$ cat config.mk
export PLATFORM = sky130hd
export DESIGN_NAME = dma_queue_arbiter
export DESIGN_NICKNAME = d
export VERILOG_FILES = /design/src/rtl/dma_queue_arbiter.sv
export SDC_FILE = /design/constraint.sdc
export NUM_CORES = 1
export LEC_CHECK = 0
export CAP_MARGIN = 5
export CORE_ASPECT_RATIO = 1.2
export CORE_MARGIN = 2
export CORE_UTILIZATION = 37
export DETAILED_ROUTE_END_ITERATION = 10
export GPL_TIMING_DRIVEN = 0
export PLACE_DENSITY = 0.77
export SYNTH_ARGS = -nofsm -noshare
export SYNTH_HDL_FRONTEND = slang
export SYNTH_SLANG_ARGS = --single-unit
$ cat constraint.sdc
create_clock -name clock -period 3.66 [get_ports clock]
set_input_delay 0.366 -clock clock [delete_from_list [all_inputs] [get_ports clock]]
set_output_delay 0.366 -clock clock [all_outputs]
set_load 0.02 [all_outputs]
$ cat src/rtl/dma_queue_arbiter.sv
// Round-robin arbiter that moves SQ/RQ DMA requests into the DCS descriptor slave as four words.
// Define DMA_ARB_WEIGHT_EN for weighted round-robin using SQ_WEIGHT / RQ_WEIGHT.
module dma_queue_arbiter #(
    parameter logic [7:0] BASE_ADDR = 8'h00,
    parameter int         SQ_WEIGHT = 2,
    parameter int         RQ_WEIGHT = 1
) (
    input  logic         clock,
    input  logic         reset,
    input  logic         enable,
    input  logic         SqDmaFifoEmpty,
    input  logic [111:0] SqDmaFifoData,
    output logic         SqDmaFifoPop,
    input  logic         RqDmaFifoEmpty,
    input  logic [111:0] RqDmaFifoData,
    output logic         RqDmaFifoPop,
    output logic [7:0]   DCSAddress,
    output logic         DCSChipSelect,
    output logic         DCSWrite,
    output logic [31:0]  DCSWriteData,
    output logic [3:0]   DCSByteEnable,
    input  logic         DCSWaitRequest,
    output logic         busy,
    output logic         grantSq
);

    typedef enum logic [1:0] {IDLE, WRITE, POP} stateT;

    stateT        state;
    stateT        nextState;
    logic [1:0]   idx;
    logic [111:0] hold;
    logic         lastGrantSq;
    logic         pickSq;
    logic         grantNow;
    logic         wordAccepted;

    assign grantNow     = (state == IDLE) && enable && (!SqDmaFifoEmpty || !RqDmaFifoEmpty);
    assign wordAccepted = (state == WRITE) && !DCSWaitRequest;

`ifdef DMA_ARB_WEIGHT_EN
    localparam logic [3:0] SqWeight = 4'(SQ_WEIGHT);
    localparam logic [3:0] RqWeight = 4'(RQ_WEIGHT);

    logic [3:0] weightCnt;
    logic       stayOnTie;

    // A zero count means no streak is running yet, so a tie alternates as in plain round-robin.
    always_comb begin
        stayOnTie = (weightCnt != 4'd0) && (weightCnt < (lastGrantSq ? SqWeight : RqWeight));
        if (SqDmaFifoEmpty)      pickSq = 1'b0;
        else if (RqDmaFifoEmpty) pickSq = 1'b1;
        else                     pickSq = stayOnTie ? lastGrantSq : !lastGrantSq;
    end

    always_ff @(posedge clock) begin
        if (reset) begin
            weightCnt <= 4'd0;
        end else if (grantNow) begin
            if (SqDmaFifoEmpty || RqDmaFifoEmpty || (pickSq != lastGrantSq))
                weightCnt <= 4'd1;
            else
                weightCnt <= weightCnt + 4'd1;
        end
    end
`else
    always_comb begin
        if (SqDmaFifoEmpty)      pickSq = 1'b0;
        else if (RqDmaFifoEmpty) pickSq = 1'b1;
        else                     pickSq = !lastGrantSq;
    end
`endif

    // NOTE: sequential state uses non-blocking assignments so every register samples pre-edge values.
    always_ff @(posedge clock) begin
        if (reset) state <= IDLE;
        else       state <= nextState;
    end

    always_ff @(posedge clock) begin
        if (reset) begin
            idx         <= 2'd0;
            lastGrantSq <= 1'b0;
            grantSq     <= 1'b0;
        end else begin
            if (grantNow) begin
                idx     <= 2'd0;
                grantSq <= pickSq;
            end else if (wordAccepted) begin
                idx <= idx + 2'd1;
            end
            if (state == POP) lastGrantSq <= grantSq;
        end
    end

    // NOTE: the holding register has no reset; its contents are only observed in WRITE, after a grant loads it.
    always_ff @(posedge clock) begin
        if (grantNow) hold <= pickSq ? SqDmaFifoData : RqDmaFifoData;
    end

    // NOTE: every combinational output gets a default first so no path infers a latch.
    always_comb begin
        nextState = state;
        unique case (state)
            IDLE:    if (grantNow) nextState = WRITE;
            WRITE:   if (wordAccepted && (idx == 2'd3)) nextState = POP;
            POP:     nextState = IDLE;
            default: nextState = IDLE;
        endcase
    end

    always_comb begin
        DCSWrite      = 1'b0;
        DCSChipSelect = 1'b0;
        DCSAddress    = 8'h00;
        DCSWriteData  = 32'h0;
        DCSByteEnable = 4'h0;
        SqDmaFifoPop  = 1'b0;
        RqDmaFifoPop  = 1'b0;
        busy          = (state != IDLE);
        unique case (state)
            WRITE: begin
                DCSWrite      = 1'b1;
                DCSChipSelect = 1'b1;
                DCSAddress    = BASE_ADDR + {6'd0, idx};
                DCSByteEnable = (idx == 2'd3) ? 4'h3 : 4'hF;
                unique case (idx)
                    2'd0: DCSWriteData = hold[31:0];
                    2'd1: DCSWriteData = hold[63:32];
                    2'd2: DCSWriteData = hold[95:64];
                    2'd3: DCSWriteData = {16'h0, hold[111:96]};
                endcase
            end
            POP: begin
                SqDmaFifoPop = grantSq;
                RqDmaFifoPop = !grantSq;
            end
            default: ;
        endcase
    end

    // The granted FIFO cannot drain before its pop because this block is its only consumer.
    assert property (@(posedge clock) disable iff (reset) !(SqDmaFifoPop && SqDmaFifoEmpty));
    assert property (@(posedge clock) disable iff (reset) !(RqDmaFifoPop && RqDmaFifoEmpty));
    assert property (@(posedge clock) (SQ_WEIGHT inside {[1:15]}) && (RQ_WEIGHT inside {[1:15]}));

endmodule

== After elaboration in Yosys (flattened, before gate mapping) ==
Cells that the tools add are included.

* Equal/unequal tests: 7
* Magnitude comparators: 0
* Multipliers: 0
* $add $sub $neg: 1
* Reductions and logical operators: 15
* Shift operators: 0
* Divide/modulo/power cells: 0
* Bitwise gates (word level): 0
* Multiplexer cells: 14

{| class="wikitable"
|+ Operator list
! cell !! number
|-
| 32-bit case mux with 4 select lines || 1
|-
| 112-bit 2-to-1 mux || 1
|-
| 32-bit 2-to-1 mux || 1
|-
| 4-bit 2-to-1 mux || 2
|-
| 2-bit equality test (second input constant) || 3
|-
| 2-bit 2-to-1 mux || 3
|-
| 1-bit logical NOT || 5
|-
| 1-bit 2-to-1 mux || 5
|-
| 2-bit by 1-bit equality test with 1-bit output (second input constant) || 2
|-
| 1-bit logical AND || 4
|-
| 2-bit logical NOT || 2
|-
| 2-bit case mux with 2 select lines || 1
|-
| 2-bit by 1-bit adder with 2-bit output (second input constant) || 1
|-
| 2-bit by 1-bit != test with 1-bit output (second input constant) || 1
|-
| 2-bit != test (second input constant) || 1
|-
| 2-bit AND reduction || 1
|-
| 2-bit nonzero test || 1
|-
| 2-bit OR reduction || 1
|-
| 1-bit logical OR || 1
|}

* Bits in latches: 0
* Memories kept: 0
* Memory bits (writable): 0
* Logic and storage cells: 42
* Output and inout port bits: 50
* Bits in read-only memories: 0
* Register bits: 118
* Input port bits: 230

== Logic depth before layout (Yosys ltp) ==
* Depth in word-level cells: 5
* Depth in mapped cells: 8

== Worst setup path after synthesis ==
OpenSTA, ideal clock, no wires.

* Path type: register -> register
* Start point: register state[1]
* End point: register hold[0], enable pin
* Buffers on the path: 0
* Stages on the path, launching flop included: 3
* Period minus slack after synthesis: 3714 ps
* Arrival time: 3226 ps
* Slack: -54 ps
* Cells stage by stage: dfxtp_1 nor2_1 and3_1

* Longest elaborated chain between the ends: 3

{| class="wikitable"
|+ RTL lines
! element !! RTL line !! source
|-
| from (decl) || 29 || <nowiki>stateT state;</nowiki>
|-
| from (signal assigned) || 77 || <nowiki>else state <= nextState;</nowiki>
|-
| 2-bit logical NOT || 38 || <nowiki>assign grantNow = (state == IDLE) && enable && (!SqDmaFifoEmpty || !RqDmaFifoEmpty);</nowiki>
|-
| 1-bit logical AND (2 in a row) || 38 ||
|-
| net grantNow || 35 || <nowiki>logic grantNow;</nowiki>
|-
| to (signal assigned) || 98 || <nowiki>if (grantNow) hold <= pickSq ? SqDmaFifoData : RqDmaFifoData;</nowiki>
|-
| to (decl) || 32 || <nowiki>logic [111:0] hold;</nowiki>
|}

The timed path passes the listed nets, and every way through them passes these cells.
A chain may end at the register's enable or synchronous reset.

== Worst setup path after layout ==
* Start point: register idx[0]
* End point: output DCSWriteData[21]

* Longest elaborated chain between the ends: 3
* Elaborated cells between the ends (all ways): 6

{| class="wikitable"
|+ RTL lines
! element !! RTL line !! source
|-
| from (decl) || 31 || <nowiki>logic [1:0] idx;</nowiki>
|-
| from (signal assigned) || 90 || <nowiki>idx <= idx + 2'd1;</nowiki>
|-
| 2-bit equality test (tied with other cells) || 127 || <nowiki>unique case (idx)</nowiki>
|-
| 32-bit case mux with 4 select lines (*) || 127 ||
|-
| 32-bit 2-to-1 mux (*) || 121 || <nowiki>unique case (state)</nowiki>
|-
| to (decl) || 20 || <nowiki>output logic [31:0] DCSWriteData,</nowiki>
|}

Mark *: on every way between the ends. The rest lies on a longest branch, timed or not.

==> metrics.md <==
| Metric | Value |
|---|---|
| Slew Limit Fails | `0` |
| Clock latency at the later pin of the worst-skew pair | `around 400 ps` |
| Final wirelength | `17800 microns` |
| Clock network power share | `around two fifths` |
| Final setup TNS | `0 ps` |
| Fmax | `approximately 310 MHz` |
| Area grow syn2layout | `61.8%` |
| Worst path required time | `approximately 3300 ps` |
| Gate power share | `around 17%` |
| Max Root-Sink Buffers | `2` |
| Post-synthesis cell type count | `30` |
| GRT Resource Usage Total | `a little over a fifth` |
| Diodes inserted | `0` |
| DR WL/cell | `19.3 microns` |
| Die height | `~140 microns` |
| DRC viols | `0` |
| CTS Buf Count | `17` |
| CP arrival | `around 2900 ps` |
| Final period util | `88.7%` |
| Min cycle time layout | `3250 ps` |
| Initial DRC Count | `238` |
| Vias per Instance | `between 4 and 5` |
| Nets | `about 940` |
| Routed vias | `between 4k and 5k` |
| Pwr dens | `between 400 and 500 mW/mm^2` |
| Top cells by count, synth | `edfxtp_1 (112), mux2_1 (69), mux2_2 (43)` |
| # rows | `50` |
| Clock skew | `between 7 and 8 ps` |
| Initial antenna violation count | `0` |
| Switch share | `around 22%` |
| Synthesized area | `0.00584 sq mm` |
| Hold Buf Count CTS | `0` |
| RSZ-0062 raised after global routing | `false` |
| Leak pwr | `3.35 nW` |
| First-pass GRT wire length | `roughly 27000 microns` |
| Pin count of the biggest net entering global routing | `just under 70` |
| Setup violators final | `0` |
| Actual slew at the worst max-slew pin | `669 ps` |
| Utilization after layout | `between 60% and 70%` |
| #FFs+latches synth | `118` |
| Starting density of the core | `a little under two fifths` |
| Cells after Synth | `about 400` |
| Int Power | `0.00298 W` |
| Post-route cell area | `between 0.009 and 0.01 sq mm` |
| Status | `finished, final reports clean` |
| Primary FF master, synth | `edfxtp_1` |
| Dpl cells | `890` |
| Sink Count | `roughly 120` |
| Endpoints failing hold | `0` |
| Top-area cell type share of the netlist area | `roughly 58%` |
| Post-synth EDFFs | `between 100 and 150` |
| Total die area | `0.0168 sq mm` |
| Placer Congestion | `between 0.8 and 0.9` |
| Post-Syn Area per Cell | `about 14 sq um` |
| Core ar. | `~0.016 sq mm` |
| Max_cap viols | `0` |
| Synth top area cells | `edfxtp_1 (58%), mux2_1 (13%), mux2_2 (8.3%)` |
| Worst Setup Path Type | `reg -> out` |
| Worst setup EP type | `output pin` |
| Fraction of registers with async set/reset | `0%` |
| Most common cell in the synthesized netlist | `edfxtp_1` |
| CTS tree | `done` |
| Antenna Nets Post-Route | `0` |
| Hold Path Class | `reg -> reg` |
| Dominant cell type by area after synthesis | `edfxtp_1` |
| Switching power | `approximately 0.00086 W` |
| Worst-path maximum fanout | `10` |
| Number of global-route vias before repair | `roughly 5k` |
| Ys Warns | `0` |
| Fin cells | `roughly 900` |
| Max H-tree Level | `4` |
| Total grt overflow | `0` |
| Die X | `about 120 microns` |
| Nature of the critical path startpoint | `flip-flop` |
| Fraction of layout cells with a size suffix above 1 | `approximately 15%` |
| Clock transition at path regs | `approximately 60 ps` |
| Peak VDD IR | `roughly 280 uV` |
| Setup bufs post-CTS | `0` |
| Flop pwr share | `between 40% and 50%` |
| Buffer type at the clock tree root | `clkbuf_16` |
| Placed Instance Area | `0.00889 sq mm` |
| Post-DP HPWL | `approximately 14000 microns` |
| I/O Buffers | `between 200 and 300` |
| # IOs | `280` |
| Seq/Total Area, Yosys | `about three fifths` |
| Post-cts sizing count | `0` |
| Worst relative slew slack | `a little under three fifths` |
| Detailed Routing Iterations Pass 1 | `5` |
power groups by stage:
| stage | Sequential, W | Combinational [W] | Clock (W) |
|---|---|---|---|
| global placement | 0.00165 | 0.000633 | 0 |
| detailed placement | 0.00165 | 0.000651 | 0 |
| finish | 0.00162 | 0.000650 | 0.00157 |
| floorplan | 0.00164 | 0.000265 | 0 |
| global route | 0.00163 | 0.000692 | 0.00166 |
| CTS | 0.00162 | 0.000656 | 0.00159 |
final timing paths:
check                            from                       end  slack (ps)  depth (start not counted)
max               idx[0]$_SDFFE_PP0P_          DCSWriteData[21]         410                          9
min reg2reg  lastGrantSq$_SDFFE_PP0N_  lastGrantSq$_SDFFE_PP0N_         510                          2
max reg2reg     state[1]$_SDFFE_PP0P_        hold[51]$_DFFE_PP_        1590                          3
min          lastGrantSq$_SDFFE_PP0N_  lastGrantSq$_SDFFE_PP0N_         510                          2
flip-flops by register name (all words and copies together), names as in the netlist:
register / flops
hold: 112
idx: 2
state: 2
grantSq: 1
lastGrantSq: 1
routing by layer:
metal	GRT usage, %	share of wire (%)	wire [microns]
met1	20.7	35	6310
met2	39.8	54	9550
met3	6.95	8.0	1420
met4	8.77	2.8	489
met5	0	0	0
cells in the final DEF (no fill, tap or decap), drive strengths merged, types with 3 or more instances in the layout:
cell type      synthesis  routed
a21oi                 18      18
edfxtp               112     112
clkinvlp               0       3
mux2                 112     112
buf                   28      29
dfxtp                  6       6
a222oi                16      16
nand2b                 3       3
nor3                  19      19
clkinv                 0       7
a221oi                16      16
nor2                  22      22
o21ai                 16      16
clkbuf                12      31
conb                   1       6
ha                     4       4
clkdlybuf4s50          0     273
inv                    8       9
logic make-up (layout without fill, tap and decap cells):
family                   count (synthesis)  in the layout  synth area share, %
AND/OR/NAND/NOR                         49             49                 4.01
multiplexers                           113            113                 21.8
AO/OA/AOI/OAI                           69             69                 8.57
other                                    1              6               0.0642
buffers and inverters                   48            354                 4.97
flip-flops                             118            118                 59.6
XOR/XNOR                                 1              1                0.150
adder cells (fa/ha/maj)                  4              4                0.857
worst max-delay path, stage by stage, from the launching register on:
cell and delay (ps):
dfxtp_1 390, inv_1 100, ha_1 210, buf_2 180, inv_1 80, buf_2 230, buf_2 280, nor2_1 70
nor3_1 250, clkdlybuf4s50_1 680
cell type report:
class | count | area (sq um)
buffer | 40 | 260
fill | 1274 | 6060
multi-input combinational | 242 | 2090
clock inverter | 13 | 133
sequential | 118 | 3480
timing repair buffer | 274 | 2760
clock buffer | 19 | 433
tap | 208 | 260
inverter | 8 | 30.0
stage by stage:
step           setup WS (ps)  hold WS [ps]  power [W]
2_1_floorplan           1240           438    0.00191
3_3_place_gp             435           487    0.00228
3_5_place_dp             786           502    0.00230
4_1_cts                  317           515    0.00387
5_1_grt                  219           562    0.00398
6_report                 414           513    0.00384
No activity file was read; power rests on OpenSTA's default activity.
